**config.mk**
```make
export PLATFORM = sky130hd
export DESIGN_NAME = accumulator_unit
export DESIGN_NICKNAME = d
export VERILOG_FILES = /design/src/rtl/accumulator_unit.sv
export SDC_FILE = /design/constraint.sdc
export NUM_CORES = 1
export LEC_CHECK = 0
export BUFFER_PORTS_ARGS = -buffer_cell sky130_fd_sc_hd__buf_2
export CAP_MARGIN = 20
export CELL_PAD_IN_SITES_DETAIL_PLACEMENT = 0
export CELL_PAD_IN_SITES_GLOBAL_PLACEMENT = 1
export CORE_MARGIN = 3
export CORE_UTILIZATION = 42
export DETAILED_ROUTE_END_ITERATION = 8
export GPL_TIMING_DRIVEN = 0
export PLACE_DENSITY = 0.93
export SYNTH_ARGS = -nofsm -noshare
export SYNTH_HDL_FRONTEND = slang
export SYNTH_HIERARCHICAL = 1
export SYNTH_SLANG_ARGS = --single-unit
export TNS_END_PERCENT = 20
```
**constraint.sdc**
```tcl
create_clock -name clk_in -period 9.6 [get_ports clk_in]
set_clock_uncertainty 0.05 [all_clocks]
set_input_delay 0.96 -clock clk_in [delete_from_list [all_inputs] [get_ports clk_in]]
set_output_delay 0.96 -clock clk_in [all_outputs]
set_load 0.1 [all_outputs]
```
**src/rtl/accumulator_unit.sv**
```systemverilog
// Accumulator stage of the basic-computer datapath: AC and E registers,
// one register-reference/ALU micro-operation per accepted command.

// BITS-wide ripple-carry adder shared by ADD and INC.
module ripple_carry_adder #(
  parameter int unsigned BITS = 16
) (
  input  logic [BITS-1:0] a,
  input  logic [BITS-1:0] b,
  input  logic            c_in,
  output logic [BITS-1:0] sum,
  output logic            c_out
);

  // Carry ripples LSB to MSB through one full adder per bit.
  always_comb begin
    logic carry;
    carry = c_in;
    sum   = '0;
    for (int i = 0; i < int'(BITS); i++) begin
      sum[i] = a[i] ^ b[i] ^ carry;
      carry  = (a[i] & b[i]) | (carry & (a[i] ^ b[i]));
    end
    c_out = carry;
  end

endmodule

module accumulator_unit #(
  parameter int unsigned BITS      = 16,
  parameter int unsigned INPR_BITS = 8
) (
  input  logic                 clk_in,
  input  logic                 reset_in,
  input  logic [3:0]           op_in,
  input  logic                 op_valid_in,
  input  logic [BITS-1:0]      dr_in,
  input  logic [INPR_BITS-1:0] inpr_in,
  output logic [BITS-1:0]      ac_out,
  output logic                 e_out,
  output logic                 ac_zero_out,
  output logic                 ac_sign_out,
  output logic                 e_zero_out,
  output logic                 done_out
);

  localparam logic [3:0] OP_NOP = 4'd0;
  localparam logic [3:0] OP_AND = 4'd1;
  localparam logic [3:0] OP_ADD = 4'd2;
  localparam logic [3:0] OP_LDA = 4'd3;
  localparam logic [3:0] OP_CLA = 4'd4;
  localparam logic [3:0] OP_CLE = 4'd5;
  localparam logic [3:0] OP_CMA = 4'd6;
  localparam logic [3:0] OP_CME = 4'd7;
  localparam logic [3:0] OP_CIR = 4'd8;
  localparam logic [3:0] OP_CIL = 4'd9;
  localparam logic [3:0] OP_INC = 4'd10;
  localparam logic [3:0] OP_INP = 4'd11;

  // Low INPR_BITS of AC are replaced by INP; the rest are kept.
  localparam logic [BITS-1:0] INPR_MASK = BITS'({INPR_BITS{1'b1}});

  logic [BITS-1:0] ac_next;
  logic            e_next;
  logic [BITS-1:0] add_b;
  logic            add_cin;
  logic [BITS-1:0] add_sum;
  logic            add_cout;

  // Adder operands: DR for ADD, zero plus carry-in for INC.
  always_comb begin
    add_b   = (op_in == OP_ADD) ? dr_in : '0;
    add_cin = (op_in == OP_INC);
  end

  ripple_carry_adder #(
    .BITS (BITS)
  ) u_adder (
    .a     (ac_out),
    .b     (add_b),
    .c_in  (add_cin),
    .sum   (add_sum),
    .c_out (add_cout)
  );

  // Next AC/E; the opcode is only looked at when a command is offered.
  always_comb begin
    ac_next = ac_out;
    e_next  = e_out;
    if (op_valid_in) begin
      case (op_in)
        OP_AND: ac_next = ac_out & dr_in;
        OP_ADD: begin
          ac_next = add_sum;
          e_next  = add_cout;
        end
        OP_LDA: ac_next = dr_in;
        OP_CLA: ac_next = '0;
        OP_CLE: e_next  = 1'b0;
        OP_CMA: ac_next = ~ac_out;
        OP_CME: e_next  = ~e_out;
        OP_CIR: begin
          ac_next = {e_out, ac_out[BITS-1:1]};
          e_next  = ac_out[0];
        end
        OP_CIL: begin
          ac_next = {ac_out[BITS-2:0], e_out};
          e_next  = ac_out[BITS-1];
        end
        OP_INC: ac_next = add_sum;
        OP_INP: ac_next = (ac_out & ~INPR_MASK) | BITS'(inpr_in);
        default: begin
          ac_next = ac_out;
          e_next  = e_out;
        end
      endcase
    end
  end

  // AC, E and the completion pulse.
  always_ff @(posedge clk_in or posedge reset_in) begin
    if (reset_in) begin
      ac_out   <= '0;
      e_out    <= 1'b0;
      done_out <= 1'b0;
    end else begin
      ac_out   <= ac_next;
      e_out    <= e_next;
      done_out <= op_valid_in;
    end
  end

  // Status flags read by the control unit for skip decisions.
  always_comb begin
    ac_zero_out = (ac_out == '0);
    ac_sign_out = ac_out[BITS-1];
    e_zero_out  = ~e_out;
  end

endmodule

```
==> metrics, run 1 <==
gate count after technology mapping=268; fraction of final layout cells with drive strength greater than 1=28.2%; total DRC errors in the routed layout=0; Syn Std Cell Area=0.00240 sq mm; FP Rows=26; clock insertion delay at the later pin of the skew report=0.27 ns; GR met1 Demand/Resource=34.1%; Worst path top cell family by delay=adder cells; total of buffers placed on input and output ports=51; Final #Nets=371; maximum clock frequency=116 MHz; area share of the leading cell type in the synthesized netlist=18.8%; Avg Vias per Cell=6.08; number of global-route vias before repair=2,283; type of element capturing the critical path=flop; Hold Path Sink=e_out$_DFFE_PP0P_; RSZ-0062 raised after global routing=false; reg2reg path depth=23; number of different library cells in the post-synthesis netlist=43; ANT nets after route=0; total of warnings raised by yosys=6; biggest fanout along the worst timing path=10; Tcrit/Tclk final=89.5%; type of origin of the critical path=primary input; final period demand of the worst path=8.59 ns; root buffer selected by CTS=clkbuf_8; first-iteration detailed-routing DRC count=292; placed instance count=389; endpoint of the worst register-to-register path=ac_out[15]$_DFFE_PP0P_; total vias in the final route=2,388; hold violation total from the final report=0; router iterations before antenna repair=4; filler cell count=516; worst endpoint data arrival time=8.70 ns; number of endpoints failing setup at the final stage=0; total wire length=7420 microns; final std cells w/o fill=393; number of enable flip-flop cells after synthesis=0; worst hold slack after final layout=0.608 ns; Inserted Diodes=0; main area contributors after synthesis=dfrtp_1 (19%), fa_1 (13%), mux2i_1 (8.4%); routability congestion estimate from global placement=0.931; Post-CTS Hold Fix Bufs=0; TritonCTS sink count=18; CP dominant cell by count=fa_1; global-route wire length before repair=11,900 microns; y dimension of the die=81.5 microns; CTS H-tree depth=1; area added between synthesis and finish=16.6%; Num CTS Buffers=3; GR met3 Demand/Resource=1.54%; Floorplan Core Area=0.00530 sq mm; Final Slew Violations=0; count of max-cap constraint violations=0; peak per-stage delay on the critical path=0.46 ns; total grt overflow=0; overall die width=81.5 microns; Max Root-Sink Buffers=2; most used routing layer in global routing=met2; GRT Resource Usage Total=23.3%; post-CTS resize count=0; met2 Resource Use GR=36.2%; number of buffer and inverter stages on the critical path=8; maximum vdd drop=85.5 uV; leakage power total=1.28 nW; buffer count from post-CTS setup fixing=0; Routed WL per cell=18.9 microns; starting density of the core=45.2%; sequential fraction of the synthesis area=18.8%; Top Ports=52; critical setup path kind=primary input to flop; library cell with the largest summed area after synthesis=dfrtp_1; measured slew at the worst slew-check pin=0.775 ns; total of flip-flops plus latches after synthesis=18; flip-flop cell with the highest count after synthesis=dfrtp_1; slowest library cell on the worst path=fa_1; average cell area after synthesis=8.94 sq um; clock-pin slew reported for the worst setup and hold paths after clock tree synthesis=0.08 ns; Detailed Place HPWL=5270 microns; normalized max-slew margin=48.3%; cell count of the worst hold path=2; data required time of the critical path=9.71 ns; Pwr per Cell Area=137 mW/mm^2; antenna violations before repair=0; outcome=complete, no violations; class of the most critical hold timing path=flop to flop; most used standard cells in the synthesized netlist=a21oi_1 (21), mux2i_1 (20), inv_1 (19), o21ai_0 (19); TritonCTS clock tree=built; proportion of synthesized flip-flops having asynchronous set or reset=100%; net count of the mapped netlist=315; flop-to-flop setup slack=2.08 ns; area enclosed by the die boundary=0.00665 sq mm; startpoint of the worst hold path=e_out$_DFFE_PP0P_; cell with the most instances after synthesis=a21oi_1; RR Startpoint=ac_out[0]$_DFFE_PP0P_; Sum Neg Setup Slack=0 ns; largest net degree at the start of global routing=19
==> worst max path at each step <==
| stage | cells past startpoint | endpoint | slack [ns] | from |
|---|---|---|---|---|
| 6_report | 28 | ac_out[15]$_DFFE_PP0P_ | 1.01 | op_in[2] |
| 4_1_cts | 28 | ac_out[15]$_DFFE_PP0P_ | 1.03 | op_in[2] |
| 2_1_floorplan | 27 | ac_out[15]$_DFFE_PP0P_ | 1.50 | op_in[2] |
| 3_5_place_dp | 28 | ac_out[15]$_DFFE_PP0P_ | 0.75 | op_in[2] |
| 3_3_place_gp | 28 | ac_out[15]$_DFFE_PP0P_ | 0.77 | op_in[2] |
| 5_1_grt | 28 | ac_out[15]$_DFFE_PP0P_ | 0.67 | op_in[2] |
==> tightest hold or removal path, cell delays in order, from the launching register on <==
cell and delay (ns):
dfrtp_1 0.40, inv_1 0.12, mux2i_1 0.10
==> where the power goes <==
part | internal [mW] | switching [mW] | total, mW
Sequential | 0.0853 | 0.0243 | 0.110
Combinational | 0.0568 | 0.147 | 0.204
Clock | 0.0367 | 0.0329 | 0.0696
==> cells in the final DEF (no fill, tap or decap), drive strengths merged, types with 2 or more instances in the layout <==
master   synthesis  final
nand3            2      2
fa              16     16
and2            16     16
nand2b          18     18
nor3b            2      2
clkbuf           6     10
mux2            12     12
buf             19     70
o21ai           20     20
a22o            10     10
nor2b            3      3
a21oi           21     21
mux2i           20     20
a211oi           2      2
nor4             5      5
or3b             2      2
inv             19     19
o2bb2ai         16     16
dfrtp           18     18
nor2             5      5
o211ai           2      2
nand2            4      4
o22ai            9      9
a222oi          10     10
nor3             2      2
nand3b           2      2
==> kinds of logic after synthesis <==
kind of cell	Yosys count	synth area share, %
mux	32	14.0
buf+inv	44	9.24
flops	18	18.8
simple gates	66	17.6
compound gates	92	27.0
fa+ha+maj	16	13.4
==> per-layer routing <==
| layer | wire, microns | share of wire, % | vias to the layer above |
|---|---|---|---|
| li1 | - | - | 1108 |
| met1 | 3340 | 45 | 1164 |
| met2 | 3420 | 46 | 109 |
| met3 | 569 | 7.7 | 7 |
| met4 | 87 | 1.2 | 0 |
| met5 | 0 | 0 | - |
==> registers in the layout (all words and copies together) (netlist names) <==
name	count
done_out	1
e_out	1
ac_out	16
==> through the flow <==
step	setup slack [ns]	area (sq um)	util, %	power (mW)
2_1_floorplan	1.50	2400	-	0.268
3_3_place_gp	0.767	2740	51.7	0.311
3_5_place_dp	0.752	2740	51.7	0.313
4_1_cts	1.03	2790	52.7	0.382
5_1_grt	0.673	2790	52.7	0.401
6_report	1.01	2790	52.7	0.383
==> layout make-up <==
class,instances,area [sq um],share of cell area (%)
flip-flops and latches,18,450,16.1
repair buffers,51,255,9.14
clock buffers,4,55.1,1.97
inverters,19,71.3,2.55
multi-input cells,206,1720,61.7
plain buffers,25,150,5.37
well taps,70,87.6,3.13
(Power assumes the default switching activity.)
==> inputs of run 2 (changes only) <==
--- a/config.mk
+++ b/config.mk
@@ -10,10 +10,11 @@
 export CELL_PAD_IN_SITES_DETAIL_PLACEMENT = 0
 export CELL_PAD_IN_SITES_GLOBAL_PLACEMENT = 1
 export CORE_MARGIN = 3
-export CORE_UTILIZATION = 42
+export CORE_UTILIZATION = 43
+export CTS_BUF_LIST = sky130_fd_sc_hd__clkbuf_4 sky130_fd_sc_hd__clkbuf_8
 export DETAILED_ROUTE_END_ITERATION = 8
 export GPL_TIMING_DRIVEN = 0
-export PLACE_DENSITY = 0.93
+export PLACE_DENSITY = 0.95
 export SYNTH_ARGS = -nofsm -noshare
 export SYNTH_HDL_FRONTEND = slang
 export SYNTH_HIERARCHICAL = 1
==> run 2 against run 1 <==
Via count up 1.8%; worst setup slack better by 0.0059 ns; fmax about the same; count of clock-buffer cells in the layout down 1; non-clock buffer count unchanged; sequential share of layout area increased by 0.080 points; combinational power is essentially flat; routed wire length grew 1.0%; hold slack improved by 0.0037 ns; critical endpoint unchanged; largest power group unchanged.
==> metrics, run 2 (synthesis results as in run 1) <==
outcome=complete, no violations; biggest fanout along the worst timing path=10 (unchanged); y dimension of the die=80.6 microns (-1.1%); post-layout total power=0.373 mW (-2.7%); number of endpoints failing setup at the final stage=0 (unchanged); Post-CTS Hold Fix Bufs=0 (unchanged); final period demand of the worst path=8.58 ns (-0.00593 ns); measured slew at the worst slew-check pin=0.758 ns (-0.0173 ns); total wire length=7500 microns (+1.0%); largest net degree at the start of global routing=19 (unchanged); Max Root-Sink Buffers=2 (unchanged); Final Slew Violations=0 (unchanged); maximum vdd drop=93.0 uV (+8.8%); Floorplan Core Area=0.00524 sq mm (-1.2%); buffer count from post-CTS setup fixing=0 (unchanged); flip-flop count of the largest register after layout=16 (unchanged); Top Ports=52 (unchanged); cell count of the worst hold path=2 (unchanged); largest registers in the final layout=ac_out x16, done_out x1, e_out x1; routability congestion estimate from global placement=0.912 (-2.1%); number of global-route vias before repair=2,416 (+5.8%); first-iteration detailed-routing DRC count=325 (+11%); maximum clock frequency=117 MHz (about the same); critical setup path kind=primary input to flop; area enclosed by the die boundary=0.00650 sq mm (-2.2%); Avg Vias per Cell=6.20 (+2.0%); final std cells w/o fill=392 (-0.25%); overall die width=80.6 microns (-1.1%); ANT nets after route=0 (unchanged); post-CTS resize count=0 (unchanged); worst endpoint data arrival time=8.69 ns (about the same); Num CTS Buffers=3 (unchanged); total grt overflow=0 (unchanged); Detailed Place HPWL=5370 microns (+1.9%); type of origin of the critical path=primary input; reg2reg path depth=23 (unchanged); global-route wire length before repair=12,300 microns (+3.7%); Routed WL per cell=19.1 microns (+1.3%); CP dominant cell by count=fa_1; hold violation total from the final report=0 (unchanged); total vias in the final route=2,430 (+1.8%); Final #Nets=371 (unchanged); routed length on met1=3180 microns (-4.8%); most frequent standard cell in the layout excluding fill and tap cells=buf_2; router iterations before antenna repair=6 (+2); data required time of the critical path=9.70 ns (about the same); total of buffers placed on input and output ports=51 (unchanged); slowest library cell on the worst path=fa_1; filler cell count=511 (-0.97%); placed instance count=389 (unchanged); count of max-cap constraint violations=0 (unchanged); CTS H-tree depth=1 (unchanged); Pwr per Cell Area=134 mW/mm^2 (-2.2%); root buffer selected by CTS=clkbuf_8; GRT Resource Usage Total=24.2% (+0.91 points); peak per-stage delay on the critical path=0.45 ns (about the same); routed length on met2=3560 microns (+3.9%); met3 wire len=675 microns (+19%); RSZ-0062 raised after global routing=false; Sum Neg Setup Slack=0 ns (unchanged); normalized max-slew margin=49.4% (+1.2 points); starting density of the core=45.7% (+0.56 points); total DRC errors in the routed layout=0 (unchanged); antenna violations before repair=0 (unchanged); FP Rows=26 (unchanged); fraction of final layout cells with drive strength greater than 1=28.0% (-0.22 points); type of element capturing the critical path=flop; TritonCTS sink count=18 (unchanged); Most flops, register=ac_out; area added between synthesis and finish=16.0%; leakage power total=1.27 nW (-0.56%); top layer in use=met4; Tcrit/Tclk final=89.4% (about the same); clock insertion delay at the later pin of the skew report=0.27 ns (about the same); commonest non-fill, non-tap cells in the layout=buf_2 (62), a21oi_1 (21), mux2i_1 (20); class of the most critical hold timing path=flop to flop; Inserted Diodes=0 (unchanged); TritonCTS clock tree=built; clock-pin slew reported for the worst setup and hold paths after clock tree synthesis=0.08 ns (about the same)
## run 2: cell count changes in the layout (fill, tap and decap cells not counted), sizes merged
cell / delta
clkbuf: -1
## run 2: through the flow
stage / utilization [%] / worst slack (ns) / instance area, sq um / hold WS (ns)
3_3_place_gp: 52.3 / 0.805 / 2740 / 0.578
6_report: 53.1 / 1.02 / 2780 / 0.612
4_1_cts: 53.1 / 1.02 / 2780 / 0.602
2_1_floorplan: - / 1.50 / 2400 / 0.849
3_5_place_dp: 52.3 / 0.765 / 2740 / 0.582
5_1_grt: 53.1 / 0.672 / 2780 / 0.650
## run 2: area by class of cell
cell class	instances	area, sq um	share of cell area [%]
multi-input combinational	206	1720	62.0
sequential	18	450	16.2
timing repair buffer	51	255	9.18
buffer	25	150	5.40
tap	70	87.6	3.15
inverter	19	71.3	2.57
clock buffer	3	41.3	1.49
## run 2: power by group
group	switching, mW	total [mW]	internal, mW
combinational	0.148	0.205	0.0568
clock	0.0305	0.0585	0.0280
sequential	0.0239	0.109	0.0853
total	0.202	0.373	0.170
## run 2: metal layers
metal	up-vias	track usage, %
li1	1107	-
met1	1176	34.3
met2	139	38.9
met3	8	2.91
met4	0	6.25
met5	-	0
## run 2: final timing paths
path,start,end,slack (ns)
hold / removal,e_out$_DFFE_PP0P_,e_out$_DFFE_PP0P_,0.61
setup / recovery,op_in[2],ac_out[15]$_DFFE_PP0P_,1.02
setup reg to reg,ac_out[0]$_DFFE_PP0P_,ac_out[15]$_DFFE_PP0P_,2.07
hold reg to reg,e_out$_DFFE_PP0P_,e_out$_DFFE_PP0P_,0.61
min in group asynchronous,reset_in,ac_out[5]$_DFFE_PP0P_,0.76
max in group asynchronous,reset_in,ac_out[4]$_DFFE_PP0P_,8.25
## run 2: critical path: cells and delay by family
| family | cells | cell delay, ns |
|---|---|---|
| adder cells (fa/ha/maj) | 16 | 5.90 |
| buffers and inverters | 8 | 1.10 |
| AO/OA/AOI/OAI | 3 | 0.64 |
| AND/OR/NAND/NOR | 1 | 0.10 |
